## src/rtl/program_loader.sv

```systemverilog
// rtl/program_loader.sv - boot loader: framed host byte stream into RAM, then releases the CPU.
// Frame is len_hi, len_lo, payload[len], 8-bit sum of payload; CPU stays in reset until a good frame.
module program_loader #(
  parameter int ADDRESS_SIZE = 11,
  parameter int BASE_ADDR    = 'h400,
  parameter int MAX_BYTES    = 1024
) (
  input  logic                    clk,
  input  logic                    rst_n,
  input  logic                    start,
  input  logic [7:0]              in_data,
  input  logic                    in_valid,
  output logic                    in_ready,
  output logic                    mem_we,
  output logic [ADDRESS_SIZE-1:0] mem_addr,
  output logic [7:0]              mem_wdata,
  output logic                    cpu_hold,
  output logic                    cpu_start,
  output logic [ADDRESS_SIZE-1:0] pc_init,
  output logic                    done,
  output logic                    error
);

  localparam logic [ADDRESS_SIZE-1:0] BASE    = ADDRESS_SIZE'(BASE_ADDR);
  localparam logic [15:0]             MAX_LEN = 16'(MAX_BYTES);

  typedef enum logic [2:0] {
    S_IDLE,
    S_LEN_HI,
    S_LEN_LO,
    S_DATA,
    S_CHECK,
    S_DONE,
    S_ERROR
  } state_t;

  state_t                    state_q, state_d;
  logic                      in_ready_q;
  logic                      mem_we_q;
  logic [ADDRESS_SIZE-1:0]   mem_addr_q;
  logic [7:0]                mem_wdata_q;
  logic                      cpu_hold_q;
  logic                      cpu_start_q;
  logic                      done_q;
  logic                      error_q;
  logic [15:0]               len_q;
  logic [10:0]               count_q;
  logic [7:0]                sum_q;

  logic                      accept;
  logic [15:0]               len_full;
  logic                      last_data;

  assign accept    = in_valid && in_ready_q;
  assign len_full  = {len_q[15:8], in_data};
  assign last_data = ({5'b0, count_q} + 16'd1) == len_q;

  always_comb begin
    state_d = state_q;
    case (state_q)
      S_IDLE, S_DONE, S_ERROR: if (start) state_d = S_LEN_HI;
      S_LEN_HI: if (accept) state_d = S_LEN_LO;
      S_LEN_LO: begin
        if (accept) begin
          if (len_full > MAX_LEN)    state_d = S_ERROR;
          else if (len_full == 16'd0) state_d = S_CHECK;
          else                        state_d = S_DATA;
        end
      end
      S_DATA:  if (accept && last_data) state_d = S_CHECK;
      S_CHECK: if (accept) state_d = (in_data == sum_q) ? S_DONE : S_ERROR;
      default: state_d = S_IDLE;
    endcase
  end

  always_ff @(posedge clk) begin
    if (!rst_n) begin
      state_q     <= S_IDLE;
      in_ready_q  <= 1'b0;
      mem_we_q    <= 1'b0;
      mem_addr_q  <= '0;
      mem_wdata_q <= '0;
      cpu_hold_q  <= 1'b1;
      cpu_start_q <= 1'b0;
      done_q      <= 1'b0;
      error_q     <= 1'b0;
      len_q       <= '0;
      count_q     <= '0;
      sum_q       <= '0;
    end else begin
      state_q     <= state_d;
      in_ready_q  <= (state_d == S_LEN_HI) || (state_d == S_LEN_LO) ||
                     (state_d == S_DATA)   || (state_d == S_CHECK);
      mem_we_q    <= 1'b0;
      cpu_start_q <= 1'b0;
      case (state_q)
        S_IDLE, S_DONE, S_ERROR: begin
          if (start) begin
            count_q    <= '0;
            sum_q      <= '0;
            len_q      <= '0;
            done_q     <= 1'b0;
            error_q    <= 1'b0;
            cpu_hold_q <= 1'b1;
          end
        end
        S_LEN_HI: if (accept) len_q[15:8] <= in_data;
        S_LEN_LO: begin
          if (accept) begin
            len_q[7:0] <= in_data;
            if (state_d == S_ERROR) error_q <= 1'b1;
          end
        end
        S_DATA: begin
          // Address is taken from count before it advances: first byte lands at BASE.
          if (accept) begin
            mem_we_q    <= 1'b1;
            mem_addr_q  <= BASE + ADDRESS_SIZE'(count_q);
            mem_wdata_q <= in_data;
            count_q     <= count_q + 11'd1;
            sum_q       <= sum_q + in_data;
          end
        end
        S_CHECK: begin
          if (accept) begin
            if (state_d == S_DONE) begin
              done_q      <= 1'b1;
              cpu_hold_q  <= 1'b0;
              cpu_start_q <= 1'b1;
            end else begin
              error_q <= 1'b1;
            end
          end
        end
        default: ;
      endcase
    end
  end

  assign in_ready  = in_ready_q;
  assign mem_we    = mem_we_q;
  assign mem_addr  = mem_addr_q;
  assign mem_wdata = mem_wdata_q;
  assign cpu_hold  = cpu_hold_q;
  assign cpu_start = cpu_start_q;
  assign pc_init   = BASE;
  assign done      = done_q;
  assign error     = error_q;

endmodule

```

## config.mk

```make
export PLATFORM = sky130hd
export DESIGN_NAME = program_loader
export DESIGN_NICKNAME = d
export VERILOG_FILES = /design/src/rtl/program_loader.sv
export SDC_FILE = /design/constraint.sdc
export NUM_CORES = 1
export LEC_CHECK = 0
export CAP_MARGIN = 0
export CORE_MARGIN = 2
export CORE_UTILIZATION = 55
export CTS_CLUSTER_DIAMETER = 150
export CTS_CLUSTER_SIZE = 30
export DETAILED_ROUTE_END_ITERATION = 8
export GPL_ROUTABILITY_DRIVEN = 0
export GPL_TIMING_DRIVEN = 0
export PLACE_DENSITY = 0.84
export SYNTH_ARGS = -nofsm -noshare
export SYNTH_HDL_FRONTEND = slang
export SYNTH_SLANG_ARGS = --single-unit
```

## constraint.sdc

```tcl
create_clock -name clk -period 3.24 [get_ports clk]
set_input_delay 0.486 -clock clk [delete_from_list [all_inputs] [get_ports clk]]
set_output_delay 0.486 -clock clk [all_outputs]
set_load 0.01 [all_outputs]
```

# [After elaboration in Yosys (flattened, before gate mapping)]
# Index checks and enable logic that the tools add are counted.
[op_classes] n_reduce_logical=21 add_sub_neg=4 mux=34 eq_ne=22 n_lt_le_gt_ge=1
[op_table] cell="8-bit case mux with 2 select lines" count=3
[op_table] cell="8-bit two-way mux" count=3
[op_table] cell="11-bit two-way mux" count=2
[op_table] cell="11-bit case mux with 2 select lines" count=1
[op_table] cell="3-bit two-way mux" count=7
[op_table] cell="3-bit equality test (second input constant)" count=6
[op_table] cell="12-bit by 16-bit equality test with 1-bit output" count=1
[op_table] cell="16-bit by 11-bit greater-than comparator with 1-bit output (second input constant)" count=1
[op_table] cell="16-bit zero test" count=1
[op_table] cell="16-bit two-way mux" count=1
[op_table] cell="2-bit != test (second input constant)" count=8
[op_table] cell="3-bit case mux with 5 select lines" count=1
[op_table] cell="11-bit by 1-bit adder with 12-bit output (second input constant)" count=1
[op_table] cell="3-bit by 2-bit equality test with 1-bit output (second input constant)" count=4
[op_table] cell="1-bit two-way mux" count=12
[op_table] cell="3-bit AND reduction" count=4
[op_table] cell="11-bit by 1-bit adder with 11-bit output (second input constant)" count=1
[op_table] cell="11-bit adder (first input constant)" count=1
[op_table] cell="8-bit adder" count=1
[op_table] cell="8-bit equality test" count=1
[op_table] cell="2-bit nonzero test" count=4
[op_table] cell="3-bit by 1-bit equality test with 1-bit output (second input constant)" count=2
[op_table] cell="6-bit AND reduction" count=1
[op_table] cell="1-bit case mux with 2 select lines" count=2
[op_table] cell="other kinds (9)" count=13
[totals] ff_bits=63 elab_cells=95

# [Depth between registers and ports, before layout]
[logic_depth] ltp_word=9 mapped_depth=9

# [Worst setup path after synthesis]
# No wires, ideal clock.
[synth_timing] kind="input to register" startpoint="input port in_data[1]" endpoint="register sum_q[7]" path_stages=8 path_buffers=0 arrival_ns=2.108 setup_time_ns=0.074 path_slack_ns=1.058 cell_sequence="ha_1 -> a21o_1 -> a21oi_1 -> o21ai_0 -> o41ai_1 -> xor2_1 -> or3_1 -> a31oi_1"
[synth_between] elab_chain_cells=3
[synth_rtl] element="start: declaration" line_no="11" text="input logic [7:0] in_data,"
[synth_rtl] element="8-bit adder" line_no="121" text="sum_q <= sum_q + in_data;"
[synth_rtl] element="8-bit two-way mux" line_no="116" text="if (accept) begin"
[synth_rtl] element="8-bit case mux with 2 select lines" line_no="96" text="case (state_q)"
[synth_rtl] element="end signal: assignment" line_no="121"
[synth_rtl] element="end: declaration" line_no="48" text="logic [7:0] sum_q;"
# Every way passes these cells. The select of a mux whose other input is x is not followed.
# A chain may end at the register's enable or synchronous reset.

# [Worst setup path in the final report]
[layout_timing] startpoint="input port in_data[1]" endpoint="register state_q[0]"
[layout_between] elab_chain_cells=5 word_cells_on_any_way=9 cone_classes="order compare (1); eq/ne (1); mux (6); reduce/logical (1)"
[layout_rtl] element="parallel branches: the longest is 4 deep, another holds 16-bit by 11-bit greater-than comparator with 1-bit output"
[layout_rtl] element="3-bit case mux with 5 select lines (*)" line_no="60" text="case (state_q)"
[layout_rtl] element="end signal: assignment" line_no="91" text="state_q <= state_d;"
[layout_rtl] element="end: declaration" line_no="37" text="state_t state_q, state_d;"
# Every way passes the cells marked *.

==> impl_metrics.sql <==
INSERT INTO impl_metrics (metric_group, metric, value, unit) VALUES
('run_status', 'run_status', 'finished, final reports clean', ''),
('finish', 'final_design_area_no_fill', '0.00415', 'mm2'),
('worst_hold_path', 'min_delay_path_depth', '2', ''),
('synth', 'synth_seq_cells', '63', ''),
('timing', 'setup_tns', '0', 'ps'),
('critical_path', 'critPathKind', 'in2reg', ''),
('floorplan', 'top_level_ports', '48', ''),
('timing', 'post-route-period-util', '0.846', ''),
('place', 'place_area', '0.00391', 'mm2'),
('power_and_ir_drop', 'power.clock.fraction', '0.466', ''),
('timing', 'maxSlewHeadroom', '0.422', ''),
('power_and_ir_drop', 'swShare', '0.248', ''),
('synth', 'synth_adder_area_share', '0.0350', ''),
('route', 'wl_met3', '837', 'um'),
('critical_path', 'regToRegEndpoint', 'mem_wdata[3]$_SDFFE_PN0P_', ''),
('clock_tree', 'clock_tree.buffer_depth', '2', ''),
('route', 'dr_wl_met2', '4.37', 'mm'),
('worst_hold_path', 'worstHoldStart', 'mem_addr[9]$_SDFFE_PN0P_', ''),
('power_and_ir_drop', 'pwr-share-comb', '0.103', ''),
('power_and_ir_drop', 'switching_power', '0.000457', 'W'),
('route', 'detailed_router_iteration_count_before_antenna_repair', '6', ''),
('job', 'max_cap_viol_count', '0', ''),
('power_and_ir_drop', 'sequentialPowerShare', '0.431', ''),
('finish', 'fin_nets', '526', ''),
('power_and_ir_drop', 'power_per_cell_area', '444', 'mW/mm2'),
('finish', 'layout.cells.most_common_list', 'sky130_fd_sc_hd__nand2_1 (78), sky130_fd_sc_hd__dfxtp_1 (63), sky130_fd_sc_hd__a21oi_1 (62)', ''),
('critical_path', 'rr_worst_depth', '8', ''),
('synth', 'synth_area', '0.00343', 'mm2'),
('global_route', 'groute.usage.overall', '0.271', ''),
('global_route', 'grt_antenna_before_repair', '0', ''),
('floorplan', 'design.core.area', '0.00596', 'mm2'),
('timing', 'final.min_clock_period', '2740', 'ps'),
('clock_tree', 'worst_setup_hold_path_clk_slew', '70', 'ps'),
('synth', 'yosys.cell_types.count', '58', ''),
('synth', 'synth_xor_xnor_area_share', '0.0460', ''),
('critical_path', 'r2r-start', 'state_q[1]$_SDFF_PN0_', ''),
('worst_hold_path', 'min_path_type', 'reg2reg', ''),
('global_route', 'pin_count_of_the_biggest_net_entering_global_routing', '12', ''),
('clock_tree', 'htreeDepth', '3', ''),
('clock_tree', 'cts.repair.resized', '0', ''),
('route', 'highest_layer', 'met4', ''),
('finish', 'layout.area.seq', '0.00126', 'mm2'),
('finish', 'final-instance-count-excl-fill', '585', ''),
('route', 'detailroute.via_count', '3488', ''),
('synth', 'synth-seq-area-share', '0.368', ''),
('power_and_ir_drop', 'p_int', '0.00139', 'W'),
('floorplan', 'design.die.area', '0.00688', 'mm2'),
('route', 'routedLengthMet1', '3.84', 'mm'),
('finish', 'diodes', '0', ''),
('route', 'viasPerCell', '5.96', ''),
('finish', 'relative_area_change_from_synthesis_to_final_layout', '21.1', '%'),
('critical_path', 'worst_ep_arrival_time', '3000', 'ps'),
('floorplan', 'die_width', '82.9', 'um'),
('global_route', 'first_global_vias', '3227', ''),
('timing', 'final_critical_path_setup_slack', '498', 'ps'),
('place', 'place_worst_setup_slack', '173', 'ps'),
('route', 'drtIter0Drc', '378', ''),
('critical_path', 'crit_fanout', '6', ''),
('timing', 'hold_viol_final', '0', ''),
('global_route', 'grt.overflow.total', '0', ''),
('timing', 'setup-violations-final', '0', ''),
('critical_path', 'worstSetupStartpointType', 'input port', ''),
('clock_tree', 'root_buf_cell', 'sky130_fd_sc_hd__clkbuf_8', ''),
('synth', 'synth_compound_gate_area_share', '0.179', ''),
('synth', 'muxShareOfSynthArea', '0.00292', ''),
('power_and_ir_drop', 'ir_drop', '278', 'uV'),
('place', 'hpwl', '6.51', 'mm'),
('critical_path', 'critPathCaptureType', 'flip-flop', ''),
('global_route', 'grt_first_pass_wirelength', '15.1', 'mm'),
('finish', 'layout-drive-gt1-share', '0.0843', ''),
('synth', 'synth_cells', '450', '');
worst max-delay path, stage by stage:
cell and delay (ps):
sky130_fd_sc_hd__clkdlybuf4s50_1 660, sky130_fd_sc_hd__ha_1 300, sky130_fd_sc_hd__nor4_1 400, sky130_fd_sc_hd__nand4_1 280, sky130_fd_sc_hd__a311oi_1 340, sky130_fd_sc_hd__nor3_1 130, sky130_fd_sc_hd__inv_1 90, sky130_fd_sc_hd__o21ai_0 70
sky130_fd_sc_hd__a41oi_1 230
through the flow:
stage	utilization	hold slack, ps
finish	0.697	458
global route	0.697	475
CTS	0.697	459
detailed placement	0.656	449
global placement	0.656	438
floorplan	-	431
how the worst max path moves through the flow:
stage | start | to | slack [ps]
finish | in_data[1] | state_q[0]$_SDFF_PN0_ | 500
global route | in_data[1] | sum_q[7]$_SDFFE_PN0P_ | 360
CTS | in_data[1] | sum_q[7]$_SDFFE_PN0P_ | 570
detailed placement | in_data[1] | sum_q[7]$_SDFFE_PN0P_ | 170
global placement | in_data[1] | in_ready$_SDFF_PN0_ | 210
floorplan | in_data[1] | sum_q[7]$_SDFFE_PN0P_ | 1060
cell usage after synthesis (2+ instances only):
| cell type | number | area [um2] |
|---|---|---|
| sky130_fd_sc_hd__nor2_1 | 32 | 120 |
| sky130_fd_sc_hd__nor2b_1 | 2 | 12.5 |
| sky130_fd_sc_hd__inv_1 | 6 | 22.5 |
| sky130_fd_sc_hd__buf_6 | 3 | 33.8 |
| sky130_fd_sc_hd__o31ai_1 | 3 | 22.5 |
| sky130_fd_sc_hd__dfxtp_1 | 63 | 1260 |
| sky130_fd_sc_hd__buf_2 | 2 | 10.0 |
| sky130_fd_sc_hd__nor3b_1 | 2 | 15.0 |
| sky130_fd_sc_hd__nand3b_1 | 5 | 37.5 |
| sky130_fd_sc_hd__o21ai_0 | 15 | 75.1 |
| sky130_fd_sc_hd__conb_1 | 2 | 7.51 |
| sky130_fd_sc_hd__clkbuf_1 | 21 | 78.8 |
| sky130_fd_sc_hd__and2_1 | 6 | 37.5 |
| sky130_fd_sc_hd__nand4_1 | 6 | 37.5 |
| sky130_fd_sc_hd__xor2_1 | 6 | 52.6 |
| sky130_fd_sc_hd__nor3_2 | 2 | 20.0 |
| sky130_fd_sc_hd__a211oi_1 | 2 | 15.0 |
| sky130_fd_sc_hd__or3_1 | 5 | 31.3 |
| sky130_fd_sc_hd__nand2_1 | 78 | 293 |
| sky130_fd_sc_hd__buf_4 | 12 | 90.1 |
| sky130_fd_sc_hd__nand3_1 | 36 | 180 |
| sky130_fd_sc_hd__nor4_1 | 4 | 25.0 |
| sky130_fd_sc_hd__a21o_1 | 4 | 30.0 |
| sky130_fd_sc_hd__xnor2_1 | 12 | 105 |
| sky130_fd_sc_hd__and3_1 | 4 | 25.0 |
| sky130_fd_sc_hd__a311oi_1 | 2 | 17.5 |
| sky130_fd_sc_hd__nand2b_1 | 5 | 31.3 |
| sky130_fd_sc_hd__or4_4 | 2 | 22.5 |
| sky130_fd_sc_hd__a31oi_1 | 4 | 25.0 |
| sky130_fd_sc_hd__nor3_1 | 8 | 40.0 |
| sky130_fd_sc_hd__a21oi_1 | 62 | 310 |
| sky130_fd_sc_hd__ha_1 | 8 | 100 |
area by class of cell:
class                      count  share of cell area
multi-input combinational    350               0.469
sequential                    63               0.304
timing repair buffer          35              0.0844
buffer                        40              0.0552
clock buffer                  11              0.0341
clock inverter                 5              0.0253
tap                           75              0.0226
inverter                       6             0.00542
power groups by stage:
| stage | combinational (W) | sequential (W) | clock [W] |
|---|---|---|---|
| CTS | 0.000185 | 0.000794 | 0.000860 |
| global placement | 0.000181 | 0.000811 | 0 |
| finish | 0.000190 | 0.000794 | 0.000859 |
| global route | 0.000205 | 0.000796 | 0.000906 |
| detailed placement | 0.000183 | 0.000812 | 0 |
| floorplan | 0.000123 | 0.000810 | 0 |
registers in the layout (all words and copies together), names as in the netlist, 3 cells and up:
register,cells
len_q,16
count_q,11
mem_addr,11
mem_wdata,8
sum_q,8
state_q,3
routing by layer:
layer	up-vias	GRT usage
li1	1662	-
met1	1597	0.336
met2	194	0.445
met3	35	0.0586
met4	0	0.130
met5	-	0
kinds of logic (layout without fill, tap and decap cells):
family	Yosys count	in the layout
AOI/OAI and AO/OA	105	105
xor gates and xnor gates	18	18
adders and majority gates	9	9
buffers and inverters	46	97
DFF	63	63
muxes	1	1
other	2	11
and+or+nand+nor	206	206
No activity file was read; power rests on OpenSTA's default activity.
